--- src/rtl/lowampa_capture_ctrl_pkg.sv ---
// Shared types and sample helpers for the low-amplitude-A capture sequencer.
package lowampa_pkg;

    typedef enum logic [1:0] {
        ST_IDLE    = 2'd0,
        ST_ARMED   = 2'd1,
        ST_CAPTURE = 2'd2,
        ST_DONE    = 2'd3
    } state_t;

    localparam int BEAT_BITS     = 64;
    localparam int SAMP_BITS     = 12;
    localparam int SAMP_PER_BEAT = 4;

    // Each 16-bit lane carries a 12-bit sample in its upper bits.
    function automatic logic [SAMP_BITS-1:0] unpack_samp(input logic [BEAT_BITS-1:0] beat,
                                                          input int i);
        return beat[16*i+4 +: SAMP_BITS];
    endfunction

endpackage

--- src/rtl/lowampa_capture_ctrl_if.sv ---
// AXI4-Stream link from the capture sequencer to the capture buffer.
interface lowampa_capture_ctrl_if;
    // tvalid qualifies tdata/tlast; a beat transfers on an edge with tvalid & tready.
    // The upstream sources cannot stall, so tvalid is never held for tready: a beat
    // presented while tready is low is dropped and the master moves on next edge.
    logic [63:0] tdata;
    logic        tvalid;
    logic        tready;
    logic        tlast;

    modport master (output tdata, output tvalid, output tlast, input tready);
    modport slave  (input tdata, input tvalid, input tlast, output tready);
endinterface

--- src/rtl/lowampa_capture_ctrl_thresh_detect.sv ---
// Self-trigger detector: hit when any signed 12-bit lane of a beat has |s| >= threshold.
module lowampa_thresh_detect
    import lowampa_pkg::*;
(
    input  logic [BEAT_BITS-1:0] i_beat,
    input  logic [SAMP_BITS-1:0] i_thresh,
    output logic                 o_hit
);

    logic [SAMP_PER_BEAT-1:0] w_lane_hit;
    logic                     w_unused_pad;

    for (genvar g = 0; g < SAMP_PER_BEAT; g++) begin : g_lane
        logic [SAMP_BITS-1:0] w_s;
        logic [SAMP_BITS-1:0] w_mag;

        // -2048 has no positive 12-bit twin, so its magnitude saturates to 2047.
        always_comb begin
            w_s = unpack_samp(i_beat, g);
            if (!w_s[SAMP_BITS-1]) begin
                w_mag = w_s;
            end else if (w_s == {1'b1, {(SAMP_BITS-1){1'b0}}}) begin
                w_mag = {1'b0, {(SAMP_BITS-1){1'b1}}};
            end else begin
                w_mag = -w_s;
            end
        end

        assign w_lane_hit[g] = (w_mag >= i_thresh);
    end

    assign w_unused_pad = ^{i_beat[3:0], i_beat[19:16], i_beat[35:32], i_beat[51:48]};
    assign o_hit        = (i_thresh != '0) && (|w_lane_hit);

endmodule

--- src/rtl/lowampa_capture_ctrl.sv ---
// Capture sequencer: arm, wait for trigger, emit exactly LEN beats of the selected stream.
// Optional self-trigger on sample magnitude is built when LOWAMPA_THRESH_TRIG_EN is defined.
module lowampa_capture_ctrl
    import lowampa_pkg::*;
#(
    parameter int NSRC = 8,
    parameter int LENW = 16
) (
    input  logic                      aclk,
    input  logic                      aresetn,
    input  logic [NSRC*64-1:0]        src_tdata,
    input  logic [NSRC-1:0]           src_tvalid,
    input  logic [$clog2(NSRC)-1:0]   sel_i,
    input  logic [LENW-1:0]           len_i,
    input  logic                      arm_i,
    input  logic                      abort_i,
    input  logic                      trig_i,
    input  logic [SAMP_BITS-1:0]      thresh_i,
    lowampa_capture_ctrl_if.master    m,
    output logic                      busy_o,
    output logic                      done_o,
    output logic                      overflow_o,
    output state_t                    o_dbg_state
);

    localparam int SELW = $clog2(NSRC);

    state_t                 r_state;
    logic [SELW-1:0]        r_sel;
    logic [LENW-1:0]        r_len;
    logic [LENW-1:0]        r_cnt;
    logic [BEAT_BITS-1:0]   r_tdata;
    logic                   r_tvalid;
    logic                   r_tlast;
    logic                   r_done;
    logic                   r_ovf;

    logic [BEAT_BITS-1:0]   w_src_beat;
    logic                   w_src_valid;
    logic                   w_trig;
    logic                   w_take;
    logic [LENW-1:0]        w_cnt_nxt;

    assign w_src_beat  = src_tdata[64*r_sel +: 64];
    assign w_src_valid = src_tvalid[r_sel];

`ifdef LOWAMPA_THRESH_TRIG_EN
    logic w_self_hit;

    lowampa_thresh_detect u_thresh_detect (
        .i_beat   (w_src_beat),
        .i_thresh (thresh_i),
        .o_hit    (w_self_hit)
    );

    assign w_trig = trig_i | w_self_hit;
`else
    logic w_unused_thresh;

    assign w_unused_thresh = ^thresh_i;
    assign w_trig          = trig_i;
`endif

    // r_cnt counts issued beats; a sample is taken on the trigger edge and on every
    // CAPTURE edge until LEN beats have gone out (time-fixed length under backpressure).
    assign w_cnt_nxt = r_cnt + 1'b1;
    assign w_take    = ((r_state == ST_ARMED) && w_trig) ||
                       ((r_state == ST_CAPTURE) && (r_cnt != r_len));

    always_ff @(posedge aclk or negedge aresetn) begin
        if (!aresetn) begin
            r_state  <= ST_IDLE;
            r_sel    <= '0;
            r_len    <= '0;
            r_cnt    <= '0;
            r_tdata  <= '0;
            r_tvalid <= 1'b0;
            r_tlast  <= 1'b0;
            r_done   <= 1'b0;
            r_ovf    <= 1'b0;
        end else begin
            if (r_tvalid && !m.tready) begin
                r_ovf <= 1'b1;
            end
            if (abort_i) begin
                r_state  <= ST_IDLE;
                r_tvalid <= 1'b0;
                r_tlast  <= 1'b0;
                r_done   <= 1'b0;
            end else if (w_take) begin
                r_state  <= ST_CAPTURE;
                r_tdata  <= w_src_beat;
                r_tvalid <= w_src_valid;
                r_tlast  <= w_src_valid && (w_cnt_nxt == r_len);
                if (w_src_valid) begin
                    r_cnt <= w_cnt_nxt;
                end
            end else begin
                case (r_state)
                    ST_IDLE, ST_DONE: begin
                        if (arm_i && (len_i != '0)) begin
                            r_sel   <= sel_i;
                            r_len   <= len_i;
                            r_cnt   <= '0;
                            r_done  <= 1'b0;
                            r_ovf   <= 1'b0;
                            r_state <= ST_ARMED;
                        end
                    end
                    ST_CAPTURE: begin
                        r_tvalid <= 1'b0;
                        r_tlast  <= 1'b0;
                        r_done   <= 1'b1;
                        r_state  <= ST_DONE;
                    end
                    default: r_state <= r_state;
                endcase
            end
        end
    end

    assign m.tdata     = r_tdata;
    assign m.tvalid    = r_tvalid;
    assign m.tlast     = r_tlast;
    assign busy_o      = (r_state == ST_ARMED) || (r_state == ST_CAPTURE);
    assign done_o      = r_done;
    assign overflow_o  = r_ovf;
    assign o_dbg_state = r_state;

endmodule

--- src/flat_wrapper.sv ---
// flat-port wrapper written by rule: the top's interface ports become plain ports
module lowampa_capture_ctrl_flat import lowampa_pkg::*;
#(
    parameter int NSRC = 8,
    parameter int LENW = 16
)
  (aclk, aresetn, src_tdata, src_tvalid, sel_i, len_i, arm_i, abort_i, trig_i, thresh_i, busy_o, done_o, overflow_o, o_dbg_state, m_tdata, m_tvalid, m_tlast, m_tready);
  lowampa_capture_ctrl_if m_i ();
  input  logic aclk;
  input  logic aresetn;
  input  logic [NSRC*64-1:0] src_tdata;
  input  logic [NSRC-1:0] src_tvalid;
  input  logic [$clog2(NSRC)-1:0] sel_i;
  input  logic [LENW-1:0] len_i;
  input  logic arm_i;
  input  logic abort_i;
  input  logic trig_i;
  input  logic [SAMP_BITS-1:0] thresh_i;
  output logic busy_o;
  output logic done_o;
  output logic overflow_o;
  output state_t o_dbg_state;
  output wire logic [$bits(m_i.tdata)-1:0] m_tdata;
  output wire logic [$bits(m_i.tvalid)-1:0] m_tvalid;
  output wire logic [$bits(m_i.tlast)-1:0] m_tlast;
  input wire logic [$bits(m_i.tready)-1:0] m_tready;
  assign m_tdata = m_i.tdata;
  assign m_tvalid = m_i.tvalid;
  assign m_tlast = m_i.tlast;
  assign m_i.tready = m_tready;
  lowampa_capture_ctrl #(.NSRC(NSRC), .LENW(LENW)) u_core (.aclk(aclk), .aresetn(aresetn), .src_tdata(src_tdata), .src_tvalid(src_tvalid), .sel_i(sel_i), .len_i(len_i), .arm_i(arm_i), .abort_i(abort_i), .trig_i(trig_i), .thresh_i(thresh_i), .m(m_i), .busy_o(busy_o), .done_o(done_o), .overflow_o(overflow_o), .o_dbg_state(o_dbg_state));
endmodule
--- config.mk ---
export PLATFORM = sky130hd
export DESIGN_NAME = lowampa_capture_ctrl_flat
export DESIGN_NICKNAME = d
export VERILOG_FILES = /design/src/rtl/lowampa_capture_ctrl_pkg.sv /design/src/rtl/lowampa_capture_ctrl_if.sv /design/src/rtl/lowampa_capture_ctrl_thresh_detect.sv /design/src/rtl/lowampa_capture_ctrl.sv /design/src/flat_wrapper.sv
export SDC_FILE = /design/constraint.sdc
export NUM_CORES = 1
export LEC_CHECK = 0
export BUFFER_PORTS_ARGS = -buffer_cell sky130_fd_sc_hd__buf_2
export CORE_AREA = 2 2 244 246
export CTS_CLUSTER_DIAMETER = 120
export DETAILED_ROUTE_END_ITERATION = 6
export DIE_AREA = 0 0 246 248
export HOLD_SLACK_MARGIN = 0.1
export SLEW_MARGIN = 20
export SYNTH_ARGS = -nofsm -noshare
export SYNTH_HDL_FRONTEND = slang
export SYNTH_SLANG_ARGS = --single-unit
export TNS_END_PERCENT = 50
--- constraint.sdc ---
create_clock -name aclk -period 3.8 [get_ports aclk]
set_clock_uncertainty 0.2 [all_clocks]
set_input_delay 0.19 -clock aclk [delete_from_list [all_inputs] [get_ports aclk]]
set_output_delay 0.19 -clock aclk [all_outputs]
set_load 0.02 [all_outputs]
==> results by group <==
Yosys
  – Syn Std Cell Area: 8490 um2
  – Fraction of the yosys area taken by sequential cells: 30.9%
  – Syn nets: 1272
  – Commonest register cell after synthesis: dfrtp_1
  – Yosys warns: 0
  – Synth Area per Inst: 11.9 um2
  – Post-synth EDFFs: 0
  – Synth async-reset ratio: 100%
  – Synth Register Bits: 105
  – Gate Count Post-Synth: 712
  – Unique cell type count in the Yosys netlist: 54

Final layout
  – Final instance area: 14000 um2
  – Nets: 1967
  – Register Area: 2640 um2
  – Layout cells sized above 1: 57.1%
  – Area Growth Syn to Fin: 65.4%
  – Area of the multi-input gates: 5560 um2
  – Filler Cell Count: 6270
  – Final Core Density: 24.0%
  – Commonest non-fill, non-tap cells in the layout: buf_2, mux4_2, dlygate4sd3_1
  – Final Instance Count excl. Fillers: 2202
  – Commonest non-fill, non-tap cell in the layout: buf_2

Clocking
  – Post-cts resize count: 0
  – Post-CTS Setup Bufs: 0
  – Root Driver: clkbuf_16
  – CTS max path bufs: 2
  – Clk slew on worst S/H paths: 0.10 ns
  – CTS tree: yes
  – Total CTS buffers: 9
  – Sink Count: 105
  – H-tree Lvls: 3
  – Clock latency on the worst-skew pair: 0.40 ns

Timing
  – Tcrit/Tclk final: 93.2%
  – Unrepaired setup endpoints after global routing: false
  – Slew Viols, Final: 0
  – Worst setup margin: 0.260 ns
  – Slew margin rel.: 44.8%
  – Final Critical Period: 3.54 ns
  – Worst-Margin Slew: 0.807 ns
  – Hold Slack: 0.125 ns
  – Final Hold Viols: 0
  – Setup total negative slack: 0 ns
  – Final setup vio count: 0
  – FMAX: 282 MHz

GRT
  – Vias in the first global route: 9459
  – Global-route wire length before repair: 57200 um
  – Number of antenna violations at the first check in global routing: 21
  – Grt total ovfl: 0
  – GRT Overall Usage: 12.8%
  – Largest net degree at the start of global routing: 74

Setup path
  – Crit path from: u_core.r_sel[2]
  – Slowest CP cell: dfrtp_4
  – WS Path Type: reg2reg
  – Worst r2r src: u_core.r_sel[2]
  – Cell Chain, Critical Path: buf_4 > mux4_2 > dlygate4sd3_1 > mux2i_1 > dlygate4sd3_1 > a21oi_1
  – Slowest stage delay, CP: 0.73 ns
  – Most frequent CP cell: dlygate4sd3_1
  – Startpoint types: flip-flop
  – CP arrival: 3.62 ns
  – Worst-path fanout max: 56
  – CP endpoint kind: flip-flop
  – WP data required: 3.88 ns

Placement
  – Final HPWL DP: 33900 um
  – Gpl congestion: 0.964
  – Port Buffers: 615
  – Cell count after placement: 2050
  – Worst slack, placed: 0.906 ns
  – Cell area after placement: 12500 um2

Outcome
  – Status: finished clean

Die
  – Die Height: 248 um
  – # IOs: 628
  – Full die area: 61000 um2
  – Die width: 246 um
  – Row count: 89
  – Area of the core: 58500 um2
  – Initial Utilization: 14.5%

Pwr
  – Max VDD drop: 599 uV
  – P per Cell Area: 603 nW/um2
  – Power Total: 8.46 mW
  – Leakage: 6.29 nW

Route
  – Routed wire length: 41600 um
  – Routed vias: 9357
  – Via/cell ratio: 4.25
  – 1st-pass router iterations: 5
  – Average wire per standard cell: 18.9 um
  – Post-route DRC: 0
  – First-iteration detailed-routing DRC count: 518
  – ANT nets after route: 0

Flow run
  – Max-cap violations: 0

Hold path
  – Hold Crit Class: in2reg
  – Hold Path Origin: src_tdata[278]
Yosys cell counts, types with 4 or more instances:
cell	instances	area [um2]
xnor2_1	21	184
nor4_1	7	43.8
buf_1	14	52.6
nand4_1	5	31.3
dfrtp_1	105	2630
inv_1	10	37.5
mux4_2	128	2880
buf_2	11	55.1
o21ai_0	14	70.1
mux2i_1	71	711
nand2_1	31	116
mux2_2	17	191
o21ai_1	4	20.0
xor2_1	5	43.8
nor2_1	73	274
a22o_1	4	35.0
clkbuf_1	40	150
nor3_1	13	65.1
nand3_1	8	40.0
a21oi_1	80	400
metal layers:
layer	GRT usage (%)	share of wire, %	routed length [um]	vias up
li1	-	-	-	4200
met1	15.4	39	16200	4628
met2	20.2	48	19900	448
met3	3.81	8.2	3410	71
met4	7.83	4.9	2060	10
met5	0	0.17	72	-
sequential cells by signal (all words and copies together), names as in the netlist:
signal and cells:
u_core.m.tdata 64, u_core.r_cnt 16, u_core.r_len 16, u_core.r_sel 3
u_core.o_dbg_state 2, u_core.done_o 1, u_core.m.tlast 1, u_core.m.tvalid 1
u_core.overflow_o 1
cells by family (layout without fill, tap and decap cells):
group / Yosys count / count (layout) / synth area share (%)
xor gates and xnor gates: 26 / 26 / 2.68
muxes: 218 / 218 / 44.9
AOI/OAI and AO/OA: 125 / 125 / 8.56
and+or+nand+nor: 156 / 156 / 8.64
buffers and inverters: 78 / 778 / 3.74
adders and majority gates: 4 / 4 / 0.560
other: 0 / 17 / 0
DFF: 105 / 105 / 30.9
layout make-up:
type	count	share of cell area [%]
antenna	17	0.303
tap	773	6.89
timing repair buffer	752	31.9
multi-input combinational	529	39.6
clock inverter	7	0.668
sequential	105	18.8
clock buffer	9	1.60
inverter	10	0.267
worst max-delay path: cells and delay by family (launching register included):
| kind | cells | cell delay (ns) |
|---|---|---|
| buffers and inverters | 3 | 1.79 |
| multiplexers | 2 | 0.52 |
| AO/OA/AOI/OAI | 1 | 0.07 |
| flip-flops | 1 | 0.73 |
where the power goes:
part           leakage (nW)  switching [mW]  internal [mW]
Combinational          4.90            2.53           2.81
Clock                 0.157           0.578          0.488
Sequential             1.24           0.486           1.57
Total                  6.29            3.59           4.87
worst paths after layout:
kind                                            to  slack [ns]  cells past startpoint
worst min register to register   u_core.overflow_o        0.30                      2
min in group asynchronous          u_core.r_sel[2]        0.16                      2
worst max register to register   u_core.m.tdata[1]        0.26                      6
worst max-delay path             u_core.m.tdata[1]        0.26                      6
worst min-delay path            u_core.m.tdata[22]        0.12                      4
max in group asynchronous       u_core.m.tdata[43]        2.50                      3
what timing repair did:
item                                    4_1_cts  5_1_grt
endpoints found under the hold margin       114        0
hold buffers                                119        0
endpoints found under the setup margin        0        0
(Power assumes the default switching activity.)
